==> src/rtl/lcd_seq.sv <==
// ---------------------------------------------------------------------------
// lcd_seq
// Write-only parallel LCD panel sequencer. Runs the panel reset sequence
// (lcd_rst low, then a settling wait), then drains a 4-entry command FIFO
// onto the panel bus. Each write has three phases: setup (bus stable, wr high),
// strobe (wr low) and hold (wr high, bus held).
//
// Ports
//   clk_i        single clock, all state changes on the rising edge
//   rst_i        asynchronous active-high reset
//   cmd_valid_i  command present
//   cmd_ready_o  command accepted when valid and ready are both high
//   cmd_rs_i     RS for the command (0 = command, 1 = data)
//   cmd_data_i   24-bit bus word
//   blk_en_i     backlight request
//   soft_rst_i   level; restarts the panel reset sequence and flushes the FIFO
//   lcd_blk_o, lcd_rs_o, lcd_wr_o, lcd_rd_o, lcd_rst_o  registered panel strobes
//   lcd_data_o   registered panel data bus
//   busy_o       sequencer not idle or FIFO non-empty
//   init_done_o  panel reset sequence complete
// ---------------------------------------------------------------------------
module lcd_seq #(
  parameter int unsigned T_SETUP = 2,
  parameter int unsigned T_WRL   = 4,
  parameter int unsigned T_WRH   = 4,
  parameter int unsigned T_RST   = 16,
  parameter int unsigned T_RWAIT = 32
) (
  input  logic        clk_i,
  input  logic        rst_i,
  input  logic        cmd_valid_i,
  output logic        cmd_ready_o,
  input  logic        cmd_rs_i,
  input  logic [23:0] cmd_data_i,
  input  logic        blk_en_i,
  input  logic        soft_rst_i,
  output logic        lcd_blk_o,
  output logic        lcd_rs_o,
  output logic        lcd_wr_o,
  output logic        lcd_rd_o,
  output logic        lcd_rst_o,
  output logic [23:0] lcd_data_o,
  output logic        busy_o,
  output logic        init_done_o
);

  typedef enum logic [2:0] {RST_HOLD, RST_WAIT, IDLE, SETUP, WRL, WRH} state_t;

  // The hold phase compares against T_RST rather than T_RST-1: the edge that
  // (re)starts the sequence only arms the counter, so lcd_rst stays low for
  // T_RST full cycles after reset or soft_rst is released.
  localparam logic [15:0] HOLD_LAST  = 16'(T_RST);
  localparam logic [15:0] WAIT_LAST  = 16'(T_RWAIT - 1);
  localparam logic [15:0] SETUP_LAST = 16'(T_SETUP - 1);
  localparam logic [15:0] WRL_LAST   = 16'(T_WRL - 1);
  localparam logic [15:0] WRH_LAST   = 16'(T_WRH - 1);

  state_t      state_q;
  logic [15:0] cnt_q;
  logic        lcd_blk_q, lcd_rs_q, lcd_wr_q, lcd_rst_q, init_done_q;
  logic [23:0] lcd_data_q;

  logic [24:0] mem_q [4];
  logic [1:0]  wr_ptr_q, rd_ptr_q;
  logic [2:0]  count_q, count_d;
  logic        fifo_empty, fifo_full, push, pop, phase_done;
  logic [24:0] head;

  // FIFO status and handshake; soft_rst blocks new commands while it is high.
  assign fifo_empty  = (count_q == 3'd0);
  assign fifo_full   = (count_q == 3'd4);
  assign cmd_ready_o = !fifo_full && !soft_rst_i;
  assign push        = cmd_valid_i && cmd_ready_o;
  assign head        = mem_q[rd_ptr_q];

  // Terminal count of the current phase; IDLE has no duration of its own.
  always_comb begin
    phase_done = 1'b0;
    case (state_q)
      RST_HOLD: phase_done = (cnt_q == HOLD_LAST);
      RST_WAIT: phase_done = (cnt_q == WAIT_LAST);
      IDLE:     phase_done = 1'b1;
      SETUP:    phase_done = (cnt_q == SETUP_LAST);
      WRL:      phase_done = (cnt_q == WRL_LAST);
      WRH:      phase_done = (cnt_q == WRH_LAST);
      default:  phase_done = 1'b0;
    endcase
  end

  // A pop happens from IDLE, or at the last hold cycle so back-to-back
  // writes chain straight into the next setup without an idle cycle.
  assign pop = !soft_rst_i && !fifo_empty &&
               ((state_q == IDLE) || ((state_q == WRH) && phase_done));

  assign count_d = count_q + {2'b00, push} - {2'b00, pop};

  // FIFO storage; only written on an accepted command, so no reset needed.
  always_ff @(posedge clk_i) begin
    if (push) begin
      mem_q[wr_ptr_q] <= {cmd_rs_i, cmd_data_i};
    end
  end

  // FIFO pointers and occupancy; soft_rst discards everything queued.
  always_ff @(posedge clk_i or posedge rst_i) begin
    if (rst_i) begin
      wr_ptr_q <= 2'd0;
      rd_ptr_q <= 2'd0;
      count_q  <= 3'd0;
    end else if (soft_rst_i) begin
      wr_ptr_q <= 2'd0;
      rd_ptr_q <= 2'd0;
      count_q  <= 3'd0;
    end else begin
      if (push) wr_ptr_q <= wr_ptr_q + 2'd1;
      if (pop)  rd_ptr_q <= rd_ptr_q + 2'd1;
      count_q <= count_d;
    end
  end

  // Sequencer FSM with the shared phase counter and all registered panel
  // outputs. Strobe levels change on the same edge as the state transition.
  always_ff @(posedge clk_i or posedge rst_i) begin
    if (rst_i) begin
      state_q     <= RST_HOLD;
      cnt_q       <= 16'd0;
      lcd_blk_q   <= 1'b0;
      lcd_rs_q    <= 1'b0;
      lcd_wr_q    <= 1'b1;
      lcd_rst_q   <= 1'b0;
      lcd_data_q  <= 24'd0;
      init_done_q <= 1'b0;
    end else begin
      lcd_blk_q <= blk_en_i;
      if (soft_rst_i) begin
        state_q     <= RST_HOLD;
        cnt_q       <= 16'd0;
        lcd_wr_q    <= 1'b1;
        lcd_rst_q   <= 1'b0;
        init_done_q <= 1'b0;
      end else begin
        case (state_q)
          RST_HOLD: begin
            if (phase_done) begin
              state_q   <= RST_WAIT;
              cnt_q     <= 16'd0;
              lcd_rst_q <= 1'b1;
            end else begin
              cnt_q <= cnt_q + 16'd1;
            end
          end
          RST_WAIT: begin
            if (phase_done) begin
              state_q     <= IDLE;
              cnt_q       <= 16'd0;
              init_done_q <= 1'b1;
            end else begin
              cnt_q <= cnt_q + 16'd1;
            end
          end
          IDLE: begin
            if (pop) begin
              state_q    <= SETUP;
              cnt_q      <= 16'd0;
              lcd_rs_q   <= head[24];
              lcd_data_q <= head[23:0];
            end
          end
          SETUP: begin
            if (phase_done) begin
              state_q  <= WRL;
              cnt_q    <= 16'd0;
              lcd_wr_q <= 1'b0;
            end else begin
              cnt_q <= cnt_q + 16'd1;
            end
          end
          WRL: begin
            if (phase_done) begin
              state_q  <= WRH;
              cnt_q    <= 16'd0;
              lcd_wr_q <= 1'b1;
            end else begin
              cnt_q <= cnt_q + 16'd1;
            end
          end
          WRH: begin
            if (phase_done) begin
              cnt_q <= 16'd0;
              if (pop) begin
                state_q    <= SETUP;
                lcd_rs_q   <= head[24];
                lcd_data_q <= head[23:0];
              end else begin
                state_q <= IDLE;
              end
            end else begin
              cnt_q <= cnt_q + 16'd1;
            end
          end
          default: begin
            state_q <= RST_HOLD;
            cnt_q   <= 16'd0;
          end
        endcase
      end
    end
  end

  assign lcd_blk_o   = lcd_blk_q;
  assign lcd_rs_o    = lcd_rs_q;
  assign lcd_wr_o    = lcd_wr_q;
  assign lcd_rd_o    = 1'b1;
  assign lcd_rst_o   = lcd_rst_q;
  assign lcd_data_o  = lcd_data_q;
  assign init_done_o = init_done_q;
  assign busy_o      = (state_q != IDLE) || !fifo_empty;

endmodule

==> config.mk <==
export PLATFORM = sky130hd
export DESIGN_NAME = lcd_seq
export DESIGN_NICKNAME = d
export VERILOG_FILES = /design/src/rtl/lcd_seq.sv
export SDC_FILE = /design/constraint.sdc
export NUM_CORES = 1
export LEC_CHECK = 0
export ABC_AREA = 0
export BUFFER_PORTS_ARGS = -buffer_cell sky130_fd_sc_hd__buf_2
export CAP_MARGIN = 20
export CORE_ASPECT_RATIO = 0.7
export CORE_MARGIN = 2
export CORE_UTILIZATION = 30
export CTS_CLUSTER_SIZE = 14
export DETAILED_ROUTE_END_ITERATION = 10
export GPL_TIMING_DRIVEN = 0
export PLACE_DENSITY_LB_ADDON = 0.2
export RECOVER_POWER = 50
export SLEW_MARGIN = 20
export SYNTH_ARGS = -nofsm -noshare
export SYNTH_HDL_FRONTEND = slang
export SYNTH_SLANG_ARGS = --single-unit
==> constraint.sdc <==
create_clock -name clk_i -period 7.5 [get_ports clk_i]
set_input_delay 1.5 -clock clk_i [delete_from_list [all_inputs] [get_ports clk_i]]
set_output_delay 1.5 -clock clk_i [all_outputs]
set_load 0.02 [all_outputs]
# After elaboration in Yosys (flattened, before gate mapping)
# Memory sizes are Yosys's and may differ from the RTL's.
# Index checks and enable logic that the tools add are counted.
# op_classes
n_addsub	5
eq_ne	18
n_mux	35
bitwise_logic	1
reduce_logical	26
# ops
op	n
2-to-1 mux 16 bit	3
2-to-1 mux 24 bit	2
one-hot mux 24 bit (2 select lines)	1
equality test 16 x 5 -> 1 bit (second input constant)	2
one-hot mux 16 bit (2 select lines)	1
2-to-1 mux 3 bit	8
!= test 3 bit (second input constant)	6
one-hot mux 3 bit (6 select lines)	1
adder 16 x 1 -> 16 bit (second input constant)	1
equality test 16 x 1 -> 1 bit (second input constant)	1
equality test 16 x 2 -> 1 bit (second input constant)	1
2-to-1 mux 1 bit	12
nonzero test 2 bit	6
equality test 3 bit (second input constant)	3
2-to-1 mux 2 bit	4
equality test 3 x 2 -> 1 bit (second input constant)	2
zero test 3 bit	2
AND reduction 3 bit	2
AND reduction 6 bit	1
logical AND 1 bit	5
one-hot mux 1 bit (5 select lines)	1
OR reduction 5 bit	1
adder 2 x 1 -> 2 bit (second input constant)	2
one-hot mux 1 bit (2 select lines)	2
11 further kinds	15
# word_totals
reg_bits	55
ram_bits	100
in_bits	30
output_inout_bits	32
elab_cells	97
memories	1
# memory_table
name	words	width	read_ports	rd_clocked_by_memory_dff	write_ports	line	rtl
mem_q	4	25	1	0	1	63	logic [24:0] mem_q [4];

# Logic depth before layout (Yosys ltp)
# Gate-level depths: netlist of the first run.
# depth
word_depth	10
ltp_mapped	14
ltp_nobuf	12

# Least setup slack after synthesis of the first run
# No wires, ideal clock.
# synth_path
path_type	input-to-output
start	input soft_rst_i
end	output cmd_ready_o
t_arrival_ns	2.360
t_required_ns	6.000
setup_slack_ns	3.640
cell_stages	3
path_buffers	2
path_cell_list	clkbuf_1 clkbuf_1 a21oi_1
# synth_via
elab_chain_len	2
# synth_lines
element	line	rtl
start, declared	36	input logic soft_rst_i,
zero test 1 bit	72	assign cmd_ready_o = !fifo_full && !soft_rst_i;
logical AND 1 bit	72	
end, declared	32	output logic cmd_ready_o,
# Every way passes these cells.

# Final worst setup path of the first run
# Same ends and word-level chain as after synthesis.

==> impl_results.md, run 1 <==
* Status: complete, but fails checks
* Failing checks: capacitance limit, slew limit
* CP Cell Sequence: clkbuf_1 -> clkbuf_1 -> a21oi_1 -> buf_2
* Pre-CTS setup slack at 3.35 ns
* First-pass GRT wire length at 29.7 mm
* Post-Syn Instances at 553
* Fin crit share at 55.4%
* Nets@finish at 674
* DRT iter0 DRCs at 466
* Final Non-Filler Cells at 968
* RSZ-0062 raised after global routing: no
* CTS H-tree depth at 4
* EDFF count, synth at 100
* Cts hold-fix bufs at 0
* Critical path's top delay family: buffers and inverters
* Placed cell count at 935
* Fillers at 2303
* DRT antenna net count at 0
* Reg clk slew, reported paths at 0.06 ns
* Die Y at 135 µm
* Synth top area cells: edfxtp_1 (41%), dfrtp_1 (18%), mux4_2 (7.7%)
* Die Span X at 191 µm
* Synth area leader: edfxtp_1
* Share of the synthesized area in the top cell type at 41.1%
* Most frequent cell on the critical path: clkbuf_1
* Crit-path max FO at 10
* Min-delay src: init_done_o
* Count of cell types in the netlist at 62
* FMAX at 0.241 GHz
* Clock Latency Late Sink at 0.44 ns
* Hold Slack at 0.496 ns
* Critical Path RT at 6.00 ns
* Number of buffers created by CTS at 17
* PortBufs at 59
* Critical path startpoint: soft_rst_i
* Final TNS setup at 0 ns
* Fin. max-slew vios at 47
* Pin count of the biggest net entering global routing at 47
* DR vias at 5010
* Die area at 25600 µm²
* Vias in the first global route at 5051
* Overall routing resource usage at 15.6%
* Worst slew margin at -90.3%
* Clock Tree Buf Depth at 2
* Leak pwr at 2.99 nW
* Clk sinks at 155
* Worst IR Drop VDD at 0.000161 V
* Fraction of registers with async set/reset at 35.5%
* Kind of critical path: in2out
* Syn_area_per_cell at 13.2 µm²
* Largest stage delay on the critical path at 0.42 ns
* Top Ports at 62
* Post-CTS Setup Inserts at 0
* Gr ovfl total at 0
* WP data arrival at 2.65 ns
* Drt pass-1 iters at 5
* FF+latch count, synth at 155
* Core box area at 23800 µm²
* PnR worst setup slack at 3.35 ns
* Routed WL at 19.1 mm
* Max-cap check violation count at 1
* Count leader, synth: edfxtp_1
* Tmin final at 4.15 ns
* Detailed-placement wirelength estimate at 13.2 mm
* Ys Warns at 0
* Drt via density at 5.18
* Worst hold path type: reg2reg
* Reg2reg start: state_q[1]
* WL/cell at 19.8 µm
* DRC viols at 0
* Clock root cell: clkbuf_16
* Crit path launch type: primary input
* Initial antenna violation count at 2
* Site Rows at 47
* CTS tree: done
* Synth top cells by count: edfxtp_1 (100), nand2_1 (70), dfrtp_1 (54)
* Measured slew at the worst slew-check pin at 2.85 ns
* Seq/Total Area, Yosys at 59.9%
* Final Hold Vio Count at 0
* Mapped Area at 7310 µm²
* Ys flop type: edfxtp_1
* CP endpoint kind: primary output
* Worst path buffer plus inverter count at 3
* Synth-to-Final Area Change at 19.2%
* Initial Utilization at 30.8%
* Pwr/cell area at 238 nW/µm²
* Share of cells above drive strength 1 at 20.8%
* Post-synthesis net count at 591
* Setup Skew at 0.0179 ns
* Final Wtd Congestion at 0.798
* Slowest stage cell, crit path: clkbuf_1
* Post-cts gate resize count at 0
* Fin util at 36.7%
* Setup violations, final at 0
* R2R Setup Slk at 3.97 ns
[state kept, by name, summed over array words and instances, names as in the netlist]
signal       cells
mem_q          100
lcd_blk_o        1
state_q          3
wr_ptr_q         2
lcd_rst_o        1
cnt_q           16
rd_ptr_q         2
lcd_rs_o         1
lcd_data_o      24
init_done_o      1
count_q          3
lcd_wr_o         1
[logic make-up after synthesis]
logic type | count (synthesis) | synth area share [%]
other cells | 1 | 0.0513
fa+ha+maj | 8 | 1.47
compound gates | 121 | 12.7
simple gates | 175 | 13.3
flops | 155 | 59.9
buf+inv | 56 | 3.39
mux | 28 | 8.15
xor+xnor | 9 | 1.08
[worst reg2reg max path: stages (launching register included)]
cell and delay, ns:
dfrtp_1 0.44, nand2b_1 0.28, nor4b_1 0.51, a211oi_2 0.22, nor3_4 0.47, buf_4 0.30
o21a_1 0.15, ha_1 0.22, inv_1 0.05, ha_1 0.13, inv_1 0.05, fa_1 0.37
xnor2_1 0.17, nor2_1 0.05
[power breakdown]
group / switching, mW / internal [mW] / total, mW / leakage (nW)
registers: 0.00979 / 0.939 / 0.948 / 1.53
clock network: 0.386 / 0.570 / 0.956 / 0.317
logic: 0.112 / 0.0513 / 0.164 / 1.14
[layout by cell type, fill, tap and decap left out, types with 4 or more instances in the layout]
cell type,synthesis,final
nor3_1,9,9
o211ai_1,8,8
a21oi_1,41,41
buf_2,6,30
and3_1,10,6
clkbuf_1,28,64
dfrtp_1,54,54
clkbuf_16,0,17
o21ai_1,7,7
and3_2,1,5
bufinv_16,0,4
edfxtp_1,100,100
nor4_1,6,6
o311ai_1,5,4
mux4_2,25,25
nand2_1,70,70
inv_1,13,12
or3_1,5,5
nand3_1,12,12
nor2_1,8,8
o211ai_2,18,18
xnor2_1,6,6
nand4_1,5,5
a21boi_0,22,22
buf_4,4,4
ha_1,7,7
or4_1,27,27
[layer usage]
| metal | GRT usage, % | routed length, µm | vias to the layer above |
|---|---|---|---|
| met2 | 23.4 | 8670 | 140 |
| met4 | 5.38 | 295 | 2 |
| met3 | 3.95 | 983 | 26 |
| li1 | - | - | 2300 |
| met5 | 0 | 13 | - |
| met1 | 21.9 | 9180 | 2542 |
[stage by stage]
step | area (µm²) | total power, mW
3_5_place_dp | 8120 | 1.13
2_1_floorplan | 7310 | 1.06
3_3_place_gp | 8000 | 1.12
4_1_cts | 8780 | 2.09
5_1_grt | 8710 | 2.14
6_report | 8710 | 2.07
[layout make-up]
class	instances	area, µm²	share of cell area, %
sequential	155	4380	50.3
clock inverter	15	226	2.60
clock buffer	17	425	4.88
inverter	14	53.8	0.618
buffer	42	195	2.24
tap	318	398	4.57
multi-input combinational	342	2690	30.8
antenna	1	2.50	0.0287
timing repair buffer	64	343	3.94
[worst paths after layout]
kind	endpoint	cells after the start
max in group asynchronous	cnt_q[4]	3
min	init_done_o	1
max reg2reg	count_q[2]	13
min in group asynchronous	cnt_q[2]	2
min reg2reg	init_done_o	1
max	cmd_ready_o	4
Power figures use the tool's default switching activity.
==> inputs of run 2 (changes only) <==
- ABC_AREA: 0 -> 1
- clock period: 7.5 -> 3.9 ns (I/O delays scaled with it)
==> run 2 against run 1 <==
  * Sequential share of layout area up 5.5 points
  * Flip-flop and latch count is the same
  * Total power up 120%
  * Die area shrank 11%
  * Setup slack worse by 2.4 ns
  * Highest routed layer unchanged
  * Wire length down 18%
  * Core utilization rose by 0.75 points
  * The flow now finishes without violations
  * Sequential power grew 120%
  * Via count fell by 10%
==> impl_results.md, run 2 <==
* Status: finished clean
* WP data arrival at 3.29 ns (+0.64 ns)
* Kind of critical path: reg2reg
* PortBufs at 60 (+1.7%)
* Post-CTS Setup Inserts at 0 (unchanged)
* DRT antenna net count at 0 (unchanged)
* Leak pwr at 3.16 nW (+5.6%)
* Net Sw Frac at 32.5% (+7.9 points)
* Drt pass-1 iters at 4 (-1)
* DR vias at 4494 (-10%)
* R2R cell count at 18 (+5)
* Sequential share of power at 44.8% (-1.0 points)
* Ys Warns at 0 (unchanged)
* Worst IR Drop VDD at 0.000305 V (+89%)
* Gr ovfl total at 0 (unchanged)
* Fin crit share at 75.6%
* Critical Path RT at 4.25 ns (-1.75 ns)
* Nets@finish at 713 (+5.8%)
* FF+latch count, synth at 155 (unchanged)
* Crit path launch type: flip-flop
* Worst slew margin at 52.9% (+140 points)
* Reg clk slew, reported paths at 0.08 ns (+0.02 ns)
* CTS H-tree depth at 4 (unchanged)
* Max-cap check violation count at 0 (-1)
* PnR worst setup slack at 0.953 ns (-2.39 ns)
* Logic gate share of total power at 18.7% (+11 points)
* Routed WL at 15.7 mm (-18%)
* Final TNS setup at 0 ns (unchanged)
* Synth top area cells: edfxtp_1 (46%), dfrtp_1 (21%), nand2_1 (6.9%)
* Post-Syn Instances at 591 (+6.9%)
* Clock power frac at 36.5% (-9.7 points)
* Internal at 3.10 mW (+99%)
* Largest Register: mem_q
* Clock Tree Buf Depth at 2 (unchanged)
* Vias in the first global route at 4536 (-10%)
* Fraction of registers with async set/reset at 35.5% (unchanged)
* Fin. max-slew vios at 0 (-100%)
* Die Span X at 180 µm (-5.7%)
* Die Y at 127 µm (-5.7%)
* Clock Latency Late Sink at 0.43 ns (about the same)
* Crit-path max FO at 10 (unchanged)
* Cts hold-fix bufs at 0 (unchanged)
* EDFF count, synth at 100 (unchanged)
* Pre-CTS setup slack at 0.646 ns (-2.70 ns)
* Die area at 22800 µm² (-11%)
* Share of cells above drive strength 1 at 14.0% (-6.8 points)
* Pwr/cell area at 585 nW/µm² (+150%)
* Fillers at 2066 (-10%)
* Measured slew at the worst slew-check pin at 0.706 ns (-2.15 ns)
* Core box area at 21000 µm² (-12%)
* FF-to-FF End: count_q[2]
* Final Hold Vio Count at 0 (unchanged)
* Detailed-placement wirelength estimate at 10.5 mm (-20%)
* Initial antenna violation count at 1 (-1)
* Synth area leader: edfxtp_1
* Sw power at 1.49 mW (+190%)
* R2R Setup Slk at 0.95 ns (-3.02 ns)
* Final Wtd Congestion at 0.771 (-3.4%)
* Most frequent cells in the layout: nand2_1 (120), edfxtp_1 (100), nor2_1 (88)
* Clock root cell: clkbuf_16
* Max reg flops at 100 (unchanged)
* Post-synthesis net count at 629 (+6.4%)
* Post-cts gate resize count at 0 (unchanged)
* Reg2reg start: state_q[0]
* Final Non-Filler Cells at 964 (-0.41%)
* Synth-to-Final Area Change at 21.1%
* Seq/Total Area, Yosys at 67.6% (+7.6 points)
* Clk sinks at 155 (unchanged)
* Setup violations, final at 0 (unchanged)
* DRC viols at 0 (unchanged)
* Worst hold path type: in2async
* Ys flop type: edfxtp_1
* Count leader, synth: nand2_1
* Synth top cells by count: nand2_1 (120), edfxtp_1 (100), nor2_1 (92)
* N_diodes at 0 (-1)
* Tmin final at 2.95 ns
* DRT iter0 DRCs at 281 (-40%)
* RSZ-0062 raised after global routing: no
* Setup Skew at 0.0118 ns (-0.00608 ns)
* FMAX at 0.339 GHz
* Placed cell count at 932 (-0.32%)
* Count of cell types in the netlist at 40 (-35%)
* Pin count of the biggest net entering global routing at 48 (+2.1%)
* Share of the synthesized area in the top cell type at 46.3% (+5.2 points)
* WL/cell at 16.3 µm (-18%)
* Syn_area_per_cell at 11.0 µm² (-17%)
* Overall routing resource usage at 14.3% (-1.2 points)
* Initial Utilization at 30.9% (+0.14 points)
* Site Rows at 44 (-6.4%)
* CTS tree: done
* Commonest non-fill, non-tap cell in the layout: nand2_1
* Number of buffers created by CTS at 17 (unchanged)
* CP endpoint kind: flip-flop
* Top Ports at 62 (unchanged)
* First-pass GRT wire length at 24.8 mm (-16%)
* Mapped Area at 6480 µm² (-11%)
* Drt via density at 4.66 (-9.9%)
run 2: worst max path at each step:
stage                     cells after the start          end        from  slack, ns
after floorplan                               4  mem_q[0][0]  soft_rst_i       0.71
after global placement                        5  mem_q[3][8]  soft_rst_i      -0.42
after detailed placement                     11   count_q[2]  soft_rst_i       0.65
after CTS                                    18   count_q[2]  state_q[2]       1.03
after global routing                         18   count_q[2]  state_q[0]       0.66
final                                        18   count_q[2]  state_q[0]       0.95
run 2: power groups by stage:
stage	clock (mW)	combinational, mW	sequential, mW
after global routing	1.79	0.961	2.09
after CTS	1.72	0.897	2.06
after global placement	0	0.859	2.09
final	1.67	0.861	2.06
after detailed placement	0	0.892	2.09
after floorplan	0	0.429	2.23
run 2: final cells by class:
cell class	instances	area, µm²	share of cell area [%]
plain buffers	26	144	1.83
inverters	37	143	1.82
well taps	276	345	4.40
clock inverters	15	189	2.41
clock buffers	17	425	5.42
repair buffers	65	387	4.93
multi-input cells	373	1830	23.4
flip-flops and latches	155	4380	55.8
run 2: metal layers:
layer  vias up  global-route usage, %  wire, µm  share of wire [%]
met4         2                   4.88       210                1.3
met1      2213                   19.3      7800                 50
li1       2175                      -         -                  -
met5         -                      0        16               0.10
met3        18                   3.91       688                4.4
met2        86                   22.4      7010                 45
run 2: cells by family after synthesis:
logic type                 synth area share (%)
DFF                                        67.6
adders and majority gates                  1.66
other                                    0.0579
xor gates and xnor gates                   1.49
AOI/OAI and AO/OA                          7.99
and+or+nand+nor                            16.8
buffers and inverters                      4.42
run 2: per-stage QoR:
step	hold WS [ns]	total power, mW	instance area (µm²)	util (%)
CTS	0.233	4.67	7900	37.7
global route	0.371	4.84	7850	37.4
detailed placement	0.461	2.98	7290	34.8
finish	0.350	4.59	7850	37.4
floorplan	0.495	2.66	6480	-
global placement	0.459	2.95	7130	34.0
run 2: critical path, cell delays in order, from the launching register on:
cell	delay, ns
dfrtp_1	0.43
inv_1	0.15
nor2_1	0.19
nand3_1	0.09
nand2_1	0.06
nand2_1	0.06
inv_2	0.04
nand3_1	0.17
nand2_2	0.13
nand2_2	0.10
inv_4	0.13
buf_6	0.17
ha_1	0.24
inv_1	0.06
ha_1	0.13
inv_1	0.05
fa_1	0.37
and3_1	0.18
nor3_1	0.13
